$ cat src/rtl/serial_borrow_subtractor.sv
// Multi-cycle two's-complement subtractor D = A - B, resolving DIGIT bits per clock
// with borrow-lookahead inside the slice and a registered borrow between slices.
module serial_borrow_subtractor #(
    parameter int WIDTH = 15,
    parameter int DIGIT = 3
) (
    input  logic             clk,
    input  logic             rst,
    input  logic             start_valid,
    output logic             start_ready,
    input  logic [WIDTH-1:0] A,
    input  logic [WIDTH-1:0] B,
    output logic             res_valid,
    input  logic             res_ready,
    output logic [WIDTH-1:0] D,
    output logic             Bout,
    output logic             V
);
    localparam int N  = WIDTH / DIGIT;
    localparam int CW = (N > 1) ? $clog2(N) : 1;
    localparam logic [CW-1:0] LAST = CW'(N - 1);

    generate
        if (WIDTH % DIGIT != 0) begin : g_bad_digit
            $error("WIDTH must be a multiple of DIGIT");
        end
    endgenerate

    typedef enum logic [1:0] {IDLE, RUN, DONE} state_t;

    state_t            state_reg;
    logic [WIDTH-1:0]  aq_reg;
    logic [WIDTH-1:0]  bq_reg;
    logic              borrow_reg;
    logic [CW-1:0]     cnt_reg;

    logic [DIGIT-1:0]  a_sl;
    logic [DIGIT-1:0]  b_sl;
    logic [DIGIT-1:0]  g_sl;
    logic [DIGIT-1:0]  p_sl;
    logic [DIGIT-1:0]  d_sl;
    logic [DIGIT:0]    bc;

    assign start_ready = (state_reg == IDLE) & ~rst;
    assign res_valid   = (state_reg == DONE);

    always_comb begin
        a_sl = '0;
        b_sl = '0;
        for (int k = 0; k < N; k++) begin
            if (cnt_reg == CW'(k)) begin
                a_sl = aq_reg[k*DIGIT +: DIGIT];
                b_sl = bq_reg[k*DIGIT +: DIGIT];
            end
        end
    end

    assign g_sl  = ~a_sl & b_sl;
    assign p_sl  = ~(a_sl ^ b_sl);
    assign bc[0] = borrow_reg;

    // Each borrow is a flat sum of products of g/p and the slice borrow-in,
    // so no borrow depends on the one below it within the cycle.
    generate
        for (genvar gi = 0; gi < DIGIT; gi++) begin : g_bit
            logic pp;
            logic acc;
            always_comb begin
                pp  = 1'b1;
                acc = 1'b0;
                for (int k = gi; k >= 0; k--) begin
                    acc = acc | (pp & g_sl[k]);
                    pp  = pp & p_sl[k];
                end
                acc = acc | (pp & borrow_reg);
            end
            assign bc[gi+1] = acc;
        end
    endgenerate

    assign d_sl = a_sl ^ b_sl ^ bc[DIGIT-1:0];

    always_ff @(posedge clk) begin
        if (rst) begin
            state_reg  <= IDLE;
            aq_reg     <= '0;
            bq_reg     <= '0;
            borrow_reg <= 1'b0;
            cnt_reg    <= '0;
            D          <= '0;
            Bout       <= 1'b0;
            V          <= 1'b0;
        end else begin
            case (state_reg)
                IDLE: begin
                    if (start_valid) begin
                        aq_reg     <= A;
                        bq_reg     <= B;
                        borrow_reg <= 1'b0;
                        cnt_reg    <= '0;
                        state_reg  <= RUN;
                    end
                end
                RUN: begin
                    for (int k = 0; k < N; k++) begin
                        if (cnt_reg == CW'(k)) begin
                            D[k*DIGIT +: DIGIT] <= d_sl;
                        end
                    end
                    borrow_reg <= bc[DIGIT];
                    cnt_reg    <= cnt_reg + CW'(1);
                    if (cnt_reg == LAST) begin
                        // The top slice holds the sign bit of the new difference.
                        Bout      <= bc[DIGIT];
                        V         <= (aq_reg[WIDTH-1] ^ bq_reg[WIDTH-1]) &
                                     (d_sl[DIGIT-1] ^ aq_reg[WIDTH-1]);
                        state_reg <= DONE;
                    end
                end
                DONE: begin
                    if (res_ready) begin
                        state_reg <= IDLE;
                    end
                end
                default: state_reg <= IDLE;
            endcase
        end
    end
endmodule

$ cat config.mk
export PLATFORM = sky130hd
export DESIGN_NAME = serial_borrow_subtractor
export DESIGN_NICKNAME = d
export VERILOG_FILES = /design/src/rtl/serial_borrow_subtractor.sv
export SDC_FILE = /design/constraint.sdc
export NUM_CORES = 1
export LEC_CHECK = 0
export ABC_AREA = 1
export CORE_AREA = 3 3 75 77
export DETAILED_ROUTE_END_ITERATION = 8
export DIE_AREA = 0 0 78 80
export GPL_ROUTABILITY_DRIVEN = 0
export PLACE_DENSITY = 0.8
export REMOVE_ABC_BUFFERS = 1
export SKIP_LAST_GASP = 1
export SLEW_MARGIN = 10
export SYNTH_ARGS = -nofsm -noshare
export SYNTH_HDL_FRONTEND = slang
export SYNTH_SLANG_ARGS = --single-unit
$ cat constraint.sdc
create_clock -name clk -period 2.9 [get_ports clk]
set_input_delay 0.725 -clock clk [delete_from_list [all_inputs] [get_ports clk]]
set_output_delay 0.725 -clock clk [all_outputs]
set_load 0.01 [all_outputs]
== Word level (Yosys, flattened, before mapping) ==
Index checks and enable logic that the tools add are counted.
Operators by class
  add/subtract/negate cells: 1
  equal/unequal tests: 9
  bitwise gates (word level): 25
  mux-type cells: 18
  reduce and logical (&&, ||, !) cells: 11
Operators with widths (count)
  $mux W3: 11
  $reduce_and A2 Y1: 7
  $and A1 B1 Y1: 11
  $eq A3 B2 Y1 const B: 2
  $mux W2: 3
  $not A3 Y3: 2
  $or A1 B1 Y1: 6
  $pmux W2 S3: 1
  $pmux W3 S2: 1
  $xor A3 B3 Y3: 2
  $ne A2 B2 Y1 const B: 2
  $add A3 B1 Y3 const B: 1
  $and A3 B3 Y3: 1
  $eq A3 B1 Y1 const B: 1
  $eq A3 B3 Y1 const B: 1
  $logic_not A3 Y1: 1
  $reduce_and A3 Y1: 1
  $eq A2 B1 Y1 const B: 1
  $eq A2 B2 Y1 const B: 1
  $logic_not A2 Y1: 1
  $ne A2 B1 Y1 const B: 1
  $pmux W1 S2: 1
  $reduce_bool A2 Y1: 1
  $xor A1 B1 Y1: 2
  2 further kinds: 2
Word-level totals
  logic and storage cells: 76
  register bits: 53
  output and inout bits: 19

== Depth between registers and ports, before layout ==
Gate-level depths: netlist of run 1.
  word-level depth: 14
  depth in mapped cells: 18

== Least setup slack after synthesis of run 1 ==
No wires, ideal clock.
  path type: register -> register
  start: reg cnt_reg[1]
  end: reg D[10]
  clock period less this slack: 2.161 ns
  setup time: 0.070 ns
  setup slack: 0.739 ns
  stages on the path, launching flop included: 11
  arrival: 2.090 ns
  cell sequence: dfxtp_1 -> ha_1 -> ha_1 -> clkbuf_1 -> inv_1 -> nand3_1 -> a21oi_1 -> fa_1 -> xor2_1 -> nand3_1 -> a21oi_1
On the way
  cells in the longest elaborated chain, start to end: 11
Ends and longest elaborated chain
  start, declared: RTL line 35  | logic [CW-1:0] cnt_reg;
  start signal, assigned: RTL line 111  | cnt_reg <= cnt_reg + CW'(1);
  $logic_not A3 Y1: RTL line 51  | if (cnt_reg == CW'(k)) begin
  $mux W3 (5 in a row): RTL line 51
  $xor A3 B3 Y3: RTL line 59, 81
  $not A3 Y3: RTL line 59  | assign p_sl = ~(a_sl ^ b_sl);
  $and A1 B1 Y1: RTL line 75  | acc = acc | (pp & borrow_reg);
  $or A1 B1 Y1: RTL line 75
  $xor A3 B3 Y3: RTL line 81  | assign d_sl = a_sl ^ b_sl ^ bc[DIGIT-1:0];
  end signal, assigned by index: RTL line 107  | D[k*DIGIT +: DIGIT] <= d_sl;
  end, declared: RTL line 15  | output logic [WIDTH-1:0] D,
Parallel ways exist; a longest one is shown, timed or not.
A chain may end at the register's enable or synchronous reset.

== Worst setup path after layout of run 1 ==
  start: in rst
  end: out start_ready
On the way
  cells in the longest elaborated chain, start to end: 2
Ends and longest elaborated chain
  start, declared: RTL line 8  | input logic rst,
  $not A1 Y1: RTL line 44  | assign start_ready = (state_reg == IDLE) & ~rst;
  $and A1 B1 Y1: RTL line 44
  end, declared: RTL line 10  | output logic start_ready,
Every way passes these cells.

==> flow_metrics.tcl, run 1 <==
set metrics [dict create \
    register_area_um2 1060 \
    start_util_pct 48.7 \
    cts_hold_buf 0 \
    tritoncts.num_buffers 5 \
    grt_antenna_before_repair 0 \
    maxSlewHeadroom_pct 67.0 \
    drive_gt1_share_pct 7.73 \
    worstSetupEndpointType "output pin" \
    die_h_um 80 \
    synthToLayoutAreaGrowth_pct 25.5 \
    setup_viol 0 \
    port_buffers 52 \
    root_buffer "clkbuf_8" \
    nets 443 \
    grt_use_met3_pct 3.84 \
    die-area_um2 6240 \
    crit_arrival_ps 1800 \
    holdWs_ps 480 \
    postCtsSetupBuffers 0 \
    grt_usage_pct 17.2 \
    final_antenna_net_count 0 \
    hpwl_um 3730 \
    synth_ff_type "dfxtp_1" \
    cts.sink_count 53 \
    synth_cell_types 24 \
    post-route-util_pct 61.1 \
    slew_violations 0 \
    core_area_um2 5070 \
    multi_input_area_um2 1200 \
    fillers 508 \
    cp.required_ps 2170 \
    use_met2_pct 30.7 \
    grt_pass1_vias 2102 \
    ys_seq_area_share_pct 42.9 \
    status "finished clean" \
    async_flop_share_pct 0 \
    vdd_drop_max_uv 270 \
    crit_type "input pin to output pin" \
    startpoint_type "input pin" \
    pin_count 53 \
    htreeDepth 2 \
    clk_latency_ps 310 \
    min_period_over_period_pct 87.0 \
    die_x_um 78 \
    synth_commonest_cells "nor2_1, dfxtp_1, nand2_1, o21ai_0, nand3_1" \
    synth.avg_cell_area_um2 6.98 \
    n_antenna_cell 0 \
    vias_per_cell 4.80 \
    period_needed_ps 2520 \
    timing.fmax_mhz 396 \
    ctsLongestPathBuffers 2 \
    vias 2259 \
    fin_skew_ps 9.36 \
    drt-pass1-iter-count 4 \
    synth_top_area_share_pct 42.9 \
    num_rows 26 \
    grt_most_used_layer "met2" \
    rsz0062_at_grt "false" \
    synth_largest_area_cell "dfxtp_1" \
    rr_worst_depth 9 \
    drc_errors 0 \
    synth_seq_cells 53 \
    tightest_slew_ps 494 \
    hold_class "flop to flop" \
    regToRegEndpoint "D[10]" \
    grt_pass1_wl_um 8780 \
    critical_path.max_fanout 2 \
    drv_cap 0 \
    syn_area_um2 2470 \
    clk_pin_slew_worst_paths_ps 90 \
    ctsResizeCount 0 \
    yosysWarningCount 0 \
    grtUsageMet1_pct 20.2 \
    drt-total-wl_um 5100 \
    finalHoldViolCount 0 \
    synthesis.instances 354 \
    regToRegStartpoint "cnt_reg[1]" \
    cellPowerDensity_nw_per_um2 504 \
    hold_path.startpoint "aq_reg[8]" \
    tns_ps 0 \
    cts_tree "done" \
    synth_most_common_cell "nor2_1" \
    grt_start_max_net_pins 39 \
    synth_area_leaders "dfxtp_1, nor2_1, o21ai_0" \
    drt_iter0_markers 152 \
    r2r_slack_ps 430 \
    p_leak_nw 1.35 \
    gr-total-overflow 0 \
    hold_depth 2 \
    hold_end "aq_reg[8]" \
    wl_per_cell_um 10.8 \
    synth_edf_count 0 \
]
[placed cells by master (no fill, tap or decap)]
cell	instances
clkdlybuf4s50_1	52
dfxtp_1	53
o21ai_0	33
clkbuf_8	5
or2_1	4
nor2_4	1
a21oi_1	16
inv_6	1
inv_1	26
nor2_2	2
xor2_1	1
o21ai_1	12
nand3_2	1
nand2_2	4
or2_2	4
nand3_1	27
clkinvlp_4	1
buf_4	2
inv_2	9
nor2_1	93
nand2_1	43
fa_1	1
a211oi_1	1
clkinv_2	1
ha_1	8
[per-stage QoR]
stage,cells,worst slack [ps],total power [mW],cell area (um2)
floorplan,339,803,1.03,2390
global placement,463,376,1.15,3010
detailed placement,463,376,1.16,3010
CTS,471,369,1.58,3100
global route,471,137,1.66,3100
finish,471,376,1.56,3100
[power breakdown]
part | total, mW | leakage [nW] | switching (mW) | internal (mW)
combinational | 0.340 | 0.866 | 0.196 | 0.144
sequential | 0.806 | 0.435 | 0.0284 | 0.777
clock | 0.419 | 0.0445 | 0.247 | 0.172
[worst max-delay path, stage by stage]
cell,delay (ps)
clkdlybuf4s50_1,420
nor2_1,110
clkdlybuf4s50_1,540
[layout make-up]
cell class	count	share of cell area [%]
Multi-Input combinational cell	251	38.6
Sequential cell	53	34.2
Timing Repair Buffer	54	17.3
Inverter	35	4.24
Tap cell	70	2.82
Clock buffer	5	2.22
Clock inverter	3	0.686
[worst max path at each step]
stage	start	to
after floorplan	cnt_reg[0]	V
after global placement	rst	start_ready
after detailed placement	rst	start_ready
after CTS	rst	start_ready
after global routing	cnt_reg[1]	D[5]
final	rst	start_ready
[layer usage]
layer  routed length (um)  up-vias
li1                     -     1210
met1                 2330      993
met2                 2410       47
met3                  260        9
met4                   97        0
met5                    0        -
[logic make-up (layout without fill, tap and decap cells)]
| kind of cell | count (synthesis) | count (layout) | share of synthesized area (%) |
|---|---|---|---|
| flip-flops | 53 | 53 | 42.9 |
| adder cells (fa/ha/maj) | 9 | 9 | 4.86 |
| AO/OA/AOI/OAI | 62 | 62 | 12.7 |
| buffers and inverters | 50 | 97 | 8.66 |
| XOR/XNOR | 1 | 1 | 0.354 |
| AND/OR/NAND/NOR | 179 | 179 | 30.5 |
Note: power is estimated with default switching activity, not from simulation.
==> run 2: changes to the inputs <==
- ABC_CLOCK_PERIOD_IN_PS: not set -> 2900
- CTS_BUF_LIST: not set -> sky130_fd_sc_hd__clkbuf_4 sky130_fd_sc_hd__clkbuf_8
- CTS_CLUSTER_DIAMETER: not set -> 40
==> results of run 2 <==
No change in the layout: final DEF, timing and power equal those of run 1.
==> run 3: changes to the inputs <==
- ABC_CLOCK_PERIOD_IN_PS: 2900 -> 2430
- clock period: 2.9 -> 2.43 ns (I/O delays scaled with it)
==> flow_metrics.tcl, run 3 (synthesis results as in run 1) <==
set metrics [dict create \
    die_x_um 78 \
    fin_skew_ps 10.7 \
    ctsLongestPathBuffers 2 \
    die-area_um2 6240 \
    grt_usage_pct 18.0 \
    clk_latency_ps 310 \
    core_area_um2 5070 \
    vias_per_cell 4.90 \
    p_leak_nw 1.41 \
    dpl_cell_area_um2 3050 \
    clk_pin_slew_worst_paths_ps 90 \
    synthToLayoutAreaGrowth_pct 31.8 \
    hpwl_um 4000 \
    hold_class "flop to flop" \
    grt_pass1_vias 2106 \
    period_needed_ps 2300 \
    crit_type "input pin to output pin" \
    tightest_slew_ps 488 \
    drc_errors 0 \
    final_cell_mix "nor2_1, clkdlybuf4s50_1, dfxtp_1, nand2_1, o21ai_0" \
    num_rows 26 \
    gr-total-overflow 0 \
    drt-pass1-iter-count 4 \
    root_buffer "clkbuf_8" \
    slew_violations 0 \
    setup_viol 0 \
    final_common_cell "nor2_1" \
    min_period_over_period_pct 94.7 \
    worstSetupEndpointType "output pin" \
    timing.fmax_mhz 435 \
    rsz0062_at_grt "false" \
    vdd_drop_max_uv 334 \
    grt_start_max_net_pins 39 \
    drive_gt1_share_pct 13.0 \
    n_antenna_cell 0 \
    cts.sink_count 53 \
    critPathTopFamily "buffers and inverters" \
    cp.required_ps 1820 \
    cellPowerDensity_nw_per_um2 636 \
    crit_arrival_ps 1690 \
    critPathBufInv 2 \
    cp_slowest_cell "clkdlybuf4s50_1" \
    crit_chain "clkdlybuf4s50_1 -> nor2_1 -> clkdlybuf4s50_1" \
    drt-total-wl_um 5550 \
    tritoncts.num_buffers 5 \
    status "finished clean" \
    maxSlewHeadroom_pct 67.4 \
    start_util_pct 48.7 \
    tns_ps 0 \
    drt_iter0_markers 99 \
    grt_antenna_before_repair 0 \
    port_buffers 52 \
    final_antenna_net_count 0 \
    finalHoldViolCount 0 \
    critical_path.max_fanout 2 \
    die_h_um 80 \
    fillers 470 \
    fin_area_um2 3260 \
    pin_count 53 \
    drv_cap 0 \
    grt_pass1_wl_um 9070 \
    slowest_delay_ps 540 \
    htreeDepth 2 \
    cts_tree "done" \
    nets 449 \
    crit_top_cell "clkdlybuf4s50_1" \
    startpoint_type "input pin" \
    vias 2338 \
    wl_per_cell_um 11.6 \
]
==> run 3: cell count changes in the layout (fill, tap and decap cells not counted), moves of 2 or more <==
| cell | delta |
|---|---|
| a21oi_2 | +2 |
| buf_4 | +6 |
| nand3_2 | +5 |
| nand3_1 | -5 |
| ha_1 | -2 |
| dfxtp_2 | +2 |
| inv_2 | +2 |
| dfxtp_1 | -2 |
| nor2_4 | +2 |
| inv_1 | -2 |
| a21oi_1 | -3 |
| nor2_2 | -2 |
==> run 3: stage by stage <==
step                instances  util, %  total power [mW]  setup slack, ps  hold slack (ps)
floorplan                 339        -              1.23              333              447
global placement          468     60.1              1.39              140              456
detailed placement        468     60.1              1.41             6.31              459
CTS                       476     62.6              2.03             42.1              474
global route              477     64.2              2.18             3.33              491
finish                    477     64.2              2.07              130              474
==> run 3: path summary, 6_finish.rpt <==
path,from,slack [ps],cells after the start,end
worst min-delay path,D[9],470,2,D[9]
worst max register to register,cnt_reg[0],150,14,D[1]
worst min register to register,D[9],470,2,D[9]
worst max-delay path,rst,130,3,start_ready
==> run 3: routing by layer <==
metal  global-route usage, %  up-vias  part of all wire [%]
met1                    21.5     1044                    45
li1                        -     1220                     -
met4                    4.90        0                   1.2
met5                       0        -                     0
met3                    4.51        6                   5.7
met2                    32.2       68                    48
==> run 3: what timing repair did <==
| action | 4_1_cts | 5_1_grt |
|---|---|---|
| buffers inserted | 0 | 1 |
| endpoints found under the setup margin | 2 | 17 |
| hold buffers | 0 | 0 |
| gates resized for setup | 2 | 18 |
| pin swaps | 0 | 8 |
==> run 3: power breakdown <==
group	total [mW]	internal, mW	switching, mW	leakage (nW)
clock	0.630	0.347	0.283	0.0619
sequential	0.964	0.928	0.0359	0.436
combinational	0.476	0.213	0.263	0.907
total	2.07	1.49	0.582	1.41
==> run 3: layout make-up <==
cell class              instances  area [um2]  area share [%]
repair buffers                 60         581            17.8
flip-flops and latches         53        1060            32.6
clock buffers                   7        90.1            2.76
clock inverters                 1        30.0           0.922
well taps                      70        87.6            2.69
inverters                      35         131            4.03
multi-input cells             251        1270            39.1
==> run 3: tightest hold or removal path, cell delays in order (launching register included) <==
cell     delay, ps
dfxtp_1        320
nand2_1         60
a21oi_1         50
